**src/rtl/multi_ch_debouncer_if.sv**
```systemverilog
// Bundle of the debouncer's data/control signals, grouped so that the
// driver (switch side / control side) and the debouncer each see the right directions.
interface multi_ch_debouncer_if #(
  parameter int NUM_CH = 4,
  parameter int CNT_W  = 8
) ();
  logic [NUM_CH-1:0] noisy_IN;
  logic              en;
  logic [CNT_W-1:0]  delay_cfg;
  logic [NUM_CH-1:0] deb_out;
  logic [NUM_CH-1:0] rise_pls;
  logic [NUM_CH-1:0] fall_pls;
  logic [NUM_CH-1:0] busy;

  modport master (
    output noisy_IN, en, delay_cfg,
    input  deb_out, rise_pls, fall_pls, busy
  );

  modport slave (
    input  noisy_IN, en, delay_cfg,
    output deb_out, rise_pls, fall_pls, busy
  );
endinterface

```
**src/rtl/multi_ch_debouncer.sv**
```systemverilog
// N-channel delay-detection debouncer.
// Each channel: bit synchroniser -> confirm FSM with a private up-counter.
// A level change on the synchronised input must persist for D consecutive
// enabled cycles before deb_out follows it; any bounce restarts the wait.
//
// state      | meaning
// ST_STABLE  | synchronised input matches deb_out, nothing pending
// ST_CONFIRM | input differs from deb_out, counting towards the latched delay
module multi_ch_debouncer #(
  parameter int   NUM_CH      = 4,
  parameter int   SYNC_STAGES = 2,
  parameter int   CNT_W       = 8,
  parameter int   DEF_DELAY   = 100,
  parameter logic RST_VAL     = 1'b0
) (
  input logic                  CLK,
  input logic                  RST,
  multi_ch_debouncer_if.slave  bus
);

  localparam logic [0:0]       ST_STABLE  = 1'b0;
  localparam logic [0:0]       ST_CONFIRM = 1'b1;
  localparam logic [CNT_W-1:0] DEF_D      = CNT_W'(DEF_DELAY);
  localparam logic [CNT_W-1:0] ONE        = CNT_W'(1);

  logic [SYNC_STAGES-1:0] sync_q [NUM_CH];
  logic [SYNC_STAGES-1:0] sync_d [NUM_CH];
  logic [CNT_W-1:0]       cnt_q  [NUM_CH];
  logic [CNT_W-1:0]       cnt_d  [NUM_CH];
  logic [CNT_W-1:0]       dlat_q [NUM_CH];
  logic [CNT_W-1:0]       dlat_d [NUM_CH];
  logic [NUM_CH-1:0]      state_q, state_d;
  logic [NUM_CH-1:0]      deb_q, deb_d;
  logic [NUM_CH-1:0]      rise_q, rise_d;
  logic [NUM_CH-1:0]      fall_q, fall_d;
  logic [NUM_CH-1:0]      sync_s;
  logic [CNT_W-1:0]       eff_delay;

  // Synchroniser next-state (always shifting, independent of en) and its last stage.
  always_comb begin
    for (int ch = 0; ch < NUM_CH; ch++) begin
      sync_d[ch] = {sync_q[ch][SYNC_STAGES-2:0], bus.noisy_IN[ch]};
      sync_s[ch] = sync_q[ch][SYNC_STAGES-1];
    end
  end

  // Per-channel confirm FSM; a delay of 1 toggles straight from STABLE.
  always_comb begin
    eff_delay = (bus.delay_cfg == '0) ? DEF_D : bus.delay_cfg;
    state_d   = state_q;
    deb_d     = deb_q;
    rise_d    = '0;
    fall_d    = '0;
    for (int ch = 0; ch < NUM_CH; ch++) begin
      cnt_d[ch]  = cnt_q[ch];
      dlat_d[ch] = dlat_q[ch];
      if (bus.en) begin
        case (state_q[ch])
          ST_STABLE: begin
            if (sync_s[ch] != deb_q[ch]) begin
              dlat_d[ch] = eff_delay;
              if (eff_delay == ONE) begin
                deb_d[ch]  = sync_s[ch];
                rise_d[ch] = sync_s[ch];
                fall_d[ch] = ~sync_s[ch];
              end else begin
                state_d[ch] = ST_CONFIRM;
                cnt_d[ch]   = ONE;
              end
            end
          end
          ST_CONFIRM: begin
            if (sync_s[ch] == deb_q[ch]) begin
              state_d[ch] = ST_STABLE;
              cnt_d[ch]   = '0;
            end else if (cnt_q[ch] == dlat_q[ch] - ONE) begin
              deb_d[ch]   = sync_s[ch];
              rise_d[ch]  = sync_s[ch];
              fall_d[ch]  = ~sync_s[ch];
              state_d[ch] = ST_STABLE;
              cnt_d[ch]   = '0;
            end else begin
              cnt_d[ch] = cnt_q[ch] + ONE;
            end
          end
          default: begin
            state_d[ch] = ST_STABLE;
            cnt_d[ch]   = '0;
          end
        endcase
      end
    end
  end

  // State registers with asynchronous reset; reset aborts any pending confirm.
  always_ff @(posedge CLK or posedge RST) begin
    if (RST) begin
      for (int ch = 0; ch < NUM_CH; ch++) begin
        sync_q[ch] <= {SYNC_STAGES{RST_VAL}};
        cnt_q[ch]  <= '0;
        dlat_q[ch] <= '0;
      end
      state_q <= {NUM_CH{ST_STABLE}};
      deb_q   <= {NUM_CH{RST_VAL}};
      rise_q  <= '0;
      fall_q  <= '0;
    end else begin
      for (int ch = 0; ch < NUM_CH; ch++) begin
        sync_q[ch] <= sync_d[ch];
        cnt_q[ch]  <= cnt_d[ch];
        dlat_q[ch] <= dlat_d[ch];
      end
      state_q <= state_d;
      deb_q   <= deb_d;
      rise_q  <= rise_d;
      fall_q  <= fall_d;
    end
  end

  // Output mapping; busy comes straight from the registered state.
  always_comb begin
    bus.deb_out  = deb_q;
    bus.rise_pls = rise_q;
    bus.fall_pls = fall_q;
    for (int ch = 0; ch < NUM_CH; ch++) begin
      bus.busy[ch] = (state_q[ch] == ST_CONFIRM);
    end
  end

endmodule

```
**src/flat_wrapper.sv**
```systemverilog
// flat-port wrapper written by rule: the top's interface ports become plain ports
module multi_ch_debouncer_flat 
#(
  parameter int   NUM_CH      = 4,
  parameter int   SYNC_STAGES = 2,
  parameter int   CNT_W       = 8,
  parameter int   DEF_DELAY   = 100,
  parameter logic RST_VAL     = 1'b0
)
  (CLK, RST, bus_noisy_IN, bus_en, bus_delay_cfg, bus_deb_out, bus_rise_pls, bus_fall_pls, bus_busy);
  multi_ch_debouncer_if #(.NUM_CH(NUM_CH), .CNT_W(CNT_W)) bus_i ();
  input logic CLK;
  input logic RST;
  input wire logic [$bits(bus_i.noisy_IN)-1:0] bus_noisy_IN;
  input wire logic [$bits(bus_i.en)-1:0] bus_en;
  input wire logic [$bits(bus_i.delay_cfg)-1:0] bus_delay_cfg;
  output wire logic [$bits(bus_i.deb_out)-1:0] bus_deb_out;
  output wire logic [$bits(bus_i.rise_pls)-1:0] bus_rise_pls;
  output wire logic [$bits(bus_i.fall_pls)-1:0] bus_fall_pls;
  output wire logic [$bits(bus_i.busy)-1:0] bus_busy;
  assign bus_i.noisy_IN = bus_noisy_IN;
  assign bus_i.en = bus_en;
  assign bus_i.delay_cfg = bus_delay_cfg;
  assign bus_deb_out = bus_i.deb_out;
  assign bus_rise_pls = bus_i.rise_pls;
  assign bus_fall_pls = bus_i.fall_pls;
  assign bus_busy = bus_i.busy;
  multi_ch_debouncer #(.NUM_CH(NUM_CH), .SYNC_STAGES(SYNC_STAGES), .CNT_W(CNT_W), .DEF_DELAY(DEF_DELAY), .RST_VAL(RST_VAL)) u_core (.CLK(CLK), .RST(RST), .bus(bus_i));
endmodule
```
**config.mk**
```make
export PLATFORM = sky130hd
export DESIGN_NAME = multi_ch_debouncer_flat
export DESIGN_NICKNAME = d
export VERILOG_FILES = /design/src/rtl/multi_ch_debouncer_if.sv /design/src/rtl/multi_ch_debouncer.sv /design/src/flat_wrapper.sv
export SDC_FILE = /design/constraint.sdc
export NUM_CORES = 1
export LEC_CHECK = 0
export CELL_PAD_IN_SITES_DETAIL_PLACEMENT = 0
export CELL_PAD_IN_SITES_GLOBAL_PLACEMENT = 1
export CORE_ASPECT_RATIO = 0.6
export CORE_MARGIN = 2
export CORE_UTILIZATION = 50
export CTS_CLUSTER_SIZE = 24
export DETAILED_ROUTE_END_ITERATION = 6
export HOLD_SLACK_MARGIN = 0.03
export PLACE_DENSITY = 0.95
export SYNTH_ARGS = -nofsm -noshare
export SYNTH_HDL_FRONTEND = slang
export SYNTH_SLANG_ARGS = --single-unit
```
**constraint.sdc**
```tcl
create_clock -name CLK -period 5.8 [get_ports CLK]
set_clock_uncertainty 0.2 [all_clocks]
set_input_delay 0.87 -clock CLK [delete_from_list [all_inputs] [get_ports CLK]]
set_output_delay 0.87 -clock CLK [all_outputs]
set_load 0.02 [all_outputs]
```
Yosys cells after proc, flatten, opt, wreduce, memory -nomap -nowiden

Cells that the tools add are included.

$add $sub $neg: 8
Equality and inequality tests: 33
Multiplexer cells: 103
Bitwise logic cells: 8
Reduce and logical (&&, ||, !) cells: 13

Operator list:

| kind                                                                    | number |
|---|---|
| 8-bit 2-to-1 mux                                                        | 14 |
| 1-bit 2-to-1 mux                                                        | 69 |
| 8-bit one-hot mux with 2 select lines                                   | 4 |
| 8-bit by 1-bit adder with 8-bit output, second input constant           | 4 |
| 8-bit == test                                                           | 4 |
| 1-bit one-hot mux with 2 select lines                                   | 16 |
| 8-bit by 1-bit subtractor with 8-bit output, second input constant      | 4 |
| 2-bit inequality test, second input constant                            | 12 |
| 3-bit AND reduction                                                     | 8 |
| 5-bit AND reduction                                                     | 4 |
| 2-bit by 1-bit inequality test with 1-bit output, second input constant | 8 |
| 8-bit by 1-bit == test with 1-bit output, second input constant         | 1 |
| 8-bit zero test                                                         | 1 |
| 1-bit NOT                                                               | 8 |
| 1-bit == test                                                           | 4 |
| 1-bit inequality test                                                   | 4 |

Register bits: 88
Bits of input ports: 15
Output and inout port bits: 16
Logic and storage cells: 184

Longest topological paths before layout

Depth after elaboration: 7
Gate-level depth with buffers: 11
Mapped depth without buffers: 9

Worst setup path after synthesis

No wires, ideal clock.

Path kind: reg2reg
From: reg u_core.dlat_q[0] (netlist name)
To: reg u_core.deb_q[3], in the netlist u_core.bus.deb_out[3]
Setup time: 125 ps
Arrival time: 2369 ps
Required time: 5475 ps
Path slack: 3107 ps
Stages on the path, launching flop included: 9
Buffers on the path: 0
Clock period less this slack: 2693 ps
Cell sequence: dfrtp_1 > inv_1 > ha_1 > or3b_2 > a221o_1 > nor4b_1 > a21oi_1 > nor2_1 > mux2_2

Longest elaborated chain between the ends: 4

RTL lines:

| what                                        | line                      | source |
|---|---|---|
| start, declared                             | multi_ch_debouncer.sv:30  | `logic [CNT_W-1:0] dlat_q [NUM_CH];` |
| start signal, assigned by index             | multi_ch_debouncer.sv:111 | `dlat_q[ch] <= dlat_d[ch];` |
| 8-bit by 1-bit subtractor with 8-bit output | multi_ch_debouncer.sv:76  | `end else if (cnt_q[ch] == dlat_q[ch] - ONE) begin` |
| 8-bit == test                               | multi_ch_debouncer.sv:76  |  |
| 2-bit inequality test (no line)             | n/a                       |  |
| 5-bit AND reduction (no line)               | n/a                       |  |
| end signal, assigned                        | multi_ch_debouncer.sv:104 | `deb_q <= {NUM_CH{RST_VAL}};` |
| end, declared                               | multi_ch_debouncer.sv:33  | `logic [NUM_CH-1:0] deb_q, deb_d;` |

Every way passes these cells.
A chain may end at the register's enable or synchronous reset.

Final worst setup path

From: reg u_core.dlat_q[10] (netlist name)
To: reg u_core.cnt_q[13] (netlist name)

Longest elaborated chain between the ends: 5

RTL lines:

| what                                        | line                      | source |
|---|---|---|
| 8-bit by 1-bit subtractor with 8-bit output | multi_ch_debouncer.sv:76  |  |
| 8-bit == test                               | multi_ch_debouncer.sv:76  |  |
| 8-bit 2-to-1 mux                            | multi_ch_debouncer.sv:76  |  |
| 8-bit 2-to-1 mux                            | multi_ch_debouncer.sv:73  | `if (sync_s[ch] == deb_q[ch]) begin` |
| 8-bit one-hot mux with 2 select lines       | multi_ch_debouncer.sv:58  | `case (state_q[ch])` |
| end signal, assigned by index               | multi_ch_debouncer.sv:110 | `cnt_q[ch] <= cnt_d[ch];` |
| end, declared                               | multi_ch_debouncer.sv:28  | `logic [CNT_W-1:0] cnt_q [NUM_CH];` |

Every way passes these cells.

==> flow_metrics.py <==
metrics = {
    "grt": {
        "grt_pass1_vias": 3610,
        "met2_usage_pct": 34.2,
        "grtUsageMet1_pct": 30.8,
        "overflow": 0,
        "met3_usage_pct": 7.71,
        "grtUsageTotal_pct": 22.4,
        "grt_max_degree": 51,
        "grt-busiest-layer": "met2",
        "antenna_found_initial": 0,
        "grt_pass1_wl_um": 17700,
    },
    "placement": {
        "place.port_buffers": 30,
        "dp_hpwl_um": 7490,
        "gp_congestion": 0.885,
    },
    "synthesis": {
        "syn_inst": 485,
        "syn_avg_cell_area_um2": 9.79,
        "async_flop_share_pct": 100,
        "ys_warn_count": 0,
        "ys_types": 63,
        "synth_area_um2": 4750,
        "synthTopCellsByCount": "88 x dfrtp_1, 58 x nor2_1, 40 x nand2_1, 30 x xnor2_1, 29 x xor2_1",
        "synthFlopType": "dfrtp_1",
        "synth_edf_count": 0,
        "synth_nets": 508,
        "yosysTopAreaCell": "dfrtp_1",
        "yosysSeqAreaShare_pct": 46.4,
        "synthTopCellsByArea": "dfrtp_1 46%, xnor2_1 5.5%, xor2_1 5.3%, nor2_1 4.6%, mux2_2 4.3%",
        "synth.most_common_cell": "dfrtp_1",
        "synth_top_area_share_pct": 46.4,
        "ys_ff_latch": 88,
    },
    "route": {
        "vias_per_cell": 5.77,
        "drt_iter0_drc": 314,
        "drcViolationCount": 0,
        "route.antenna.remaining_nets": 0,
        "avgRoutedWirePerCell_um": 16.7,
        "drtPass1Iterations": 5,
        "vias": 3730,
        "routed_wl_um": 10800,
    },
    "sta": {
        "rsz0062_at_grt": "false",
        "fin_crit_sh_pct": 59.5,
        "slew_headroom_pct": 20.7,
        "min_period_ns": 3.45,
        "fmax_mhz": 290,
        "tightest_slew_ns": 1.18,
        "fin_setup_tns_ns": 0,
        "drv_slew": 0,
        "timing_hold_violations_final": 0,
        "setup_viol": 0,
    },
    "die": {
        "initial_core_util_pct": 51.7,
        "std_cell_rows": 27,
        "ios": 31,
        "core_um2": 9190,
        "fp.dieH_um": 79.5,
        "die_w_um": 130,
        "die_area_um2": 10300,
    },
    "clocking": {
        "numCtsBuffers": 9,
        "clock_latency_ns": 0.35,
        "cts-htree-levels": 3,
        "clockBufferDepth": 2,
        "cts_tree": "built",
        "post_cts_buffers": 0,
        "postCtsHoldBufs": 0,
        "clkSlewWorstSetupHoldPaths_ns": 0.07,
        "root_buffer": "clkbuf_16",
        "cts.sinks": 88,
        "cts_resized": 0,
    },
    "pwr": {
        "p_leak_nw": 2.26,
        "power_mw": 2.54,
        "power.density_nw_per_um2": 466,
        "ir_drop_v": 0.000203,
    },
    "run_status": {
        "status": "finished clean",
    },
    "cells_and_area": {
        "nFillCells": 777,
        "syn2layout_area_growth_pct": 14.8,
        "nNetsFinal": 534,
        "layout-drive-gt1-share_pct": 9.11,
        "diodes": 0,
        "seqCellArea_um2": 2200,
        "multiInputGateArea_um2": 2400,
    },
    "worst_setup_path": {
        "required_ns": 5.87,
        "critPathCaptureType": "flip-flop",
        "cp-start-kind": "flip-flop",
        "worstSetupPathType": "flip-flop to flip-flop",
        "critical_path_arrival_ns": 3.52,
        "worst-path-max-fanout": 11,
    },
    "run": {
        "max_cap_violations": 0,
    },
    "min_path": {
        "hold_class": "flip-flop to flip-flop",
    },
}
[stage by stage]
step / setup WS [ns] / utilization (%) / instance area [um2] / std cells / hold WS [ns]
after detailed placement: 2.14 / 56.0 / 5140 / 630 / 0.140
final: 2.35 / 59.3 / 5450 / 646 / 0.153
after CTS: 2.45 / 59.3 / 5450 / 646 / 0.152
after floorplan: 2.45 / - / 4750 / 485 / 0.131
after global routing: 2.03 / 59.3 / 5450 / 646 / 0.162
after global placement: 2.22 / 56.0 / 5140 / 630 / 0.138
[flip-flops by register name, summed over array words and instances, names as in the netlist]
register / count
u_core.sync_q: 4
u_core.bus.fall_pls: 4
u_core.bus.rise_pls: 4
u_core.bus.deb_out: 4
u_core.sync_d: 4
u_core.bus.busy: 4
u_core.dlat_q: 32
u_core.cnt_q: 32
[cells by family (layout without fill, tap and decap cells)]
family | after synthesis | in the layout | share of synthesized area, %
compound gates | 81 | 81 | 11.5
xor+xnor | 59 | 59 | 10.9
fa+ha+maj | 8 | 8 | 2.11
buf+inv | 35 | 66 | 3.14
flops | 88 | 88 | 46.4
mux | 24 | 24 | 5.64
simple gates | 190 | 190 | 20.3
[worst paths after layout]
kind | start | end | slack (ns) | cells past startpoint
setup / recovery | u_core.dlat_q[10]$_DFFE_PP0P_ | u_core.cnt_q[13]$_DFFE_PP0P_ | 2.35 | 7
hold / removal | u_core.sync_d[1]$_DFF_PP0_ | u_core.sync_q[1]$_DFF_PP0_ | 0.15 | 0
setup reg to reg | u_core.dlat_q[10]$_DFFE_PP0P_ | u_core.cnt_q[13]$_DFFE_PP0P_ | 2.35 | 7
hold reg to reg | u_core.sync_d[1]$_DFF_PP0_ | u_core.sync_q[1]$_DFF_PP0_ | 0.15 | 0
max in group asynchronous | RST | u_core.cnt_q[12]$_DFFE_PP0P_ | 3.60 | 3
min in group asynchronous | RST | u_core.bus.rise_pls[3]$_DFF_PP0_ | 0.73 | 2
[area by class of cell]
type / instances / area share, %
Tap cell: 130 / 2.99
Inverter: 19 / 1.33
Sequential cell: 88 / 40.4
Clock buffer: 11 / 4.45
Multi-Input combinational cell: 362 / 44.0
Clock inverter: 5 / 1.17
Timing Repair Buffer: 31 / 5.65
[routing by layer]
metal	vias to the layer above	part of all wire, %
met4	0	0.81
met3	11	5.9
met2	100	45
met1	1845	49
met5	-	0
li1	1774	-
[power by group]
group	switching [mW]	total [mW]	internal [mW]
Combinational	0.465	0.890	0.425
Clock	0.252	0.602	0.350
Sequential	0.266	1.05	0.782
[cells in the final DEF (no fill, tap or decap), types with 7 or more instances in the layout]
master           netlist  final
ha_1                   8      8
nor3_1                13     13
nor4_1                 9      9
clkdlybuf4s50_1        0     30
inv_1                 19     18
o21ai_0               14     14
nand4_1               10     10
xnor2_1               30     30
xor2_1                29     29
dfrtp_1               88     88
nor2_1                58     58
mux2_2                18     18
nand3_1               13     13
a21oi_1               22     22
nand2_1               40     40
clkbuf_16              0      9
nand3b_1               7      7
[critical path: stages (launching register included)]
cell	delay, ns
dfrtp_1	0.44
nor4_1	0.69
o21ai_0	0.21
a21oi_1	0.18
o211ai_1	0.24
a211oi_1	1.01
o21ai_0	0.23
a21oi_1	0.18
Note: power is estimated with default switching activity, not from simulation.
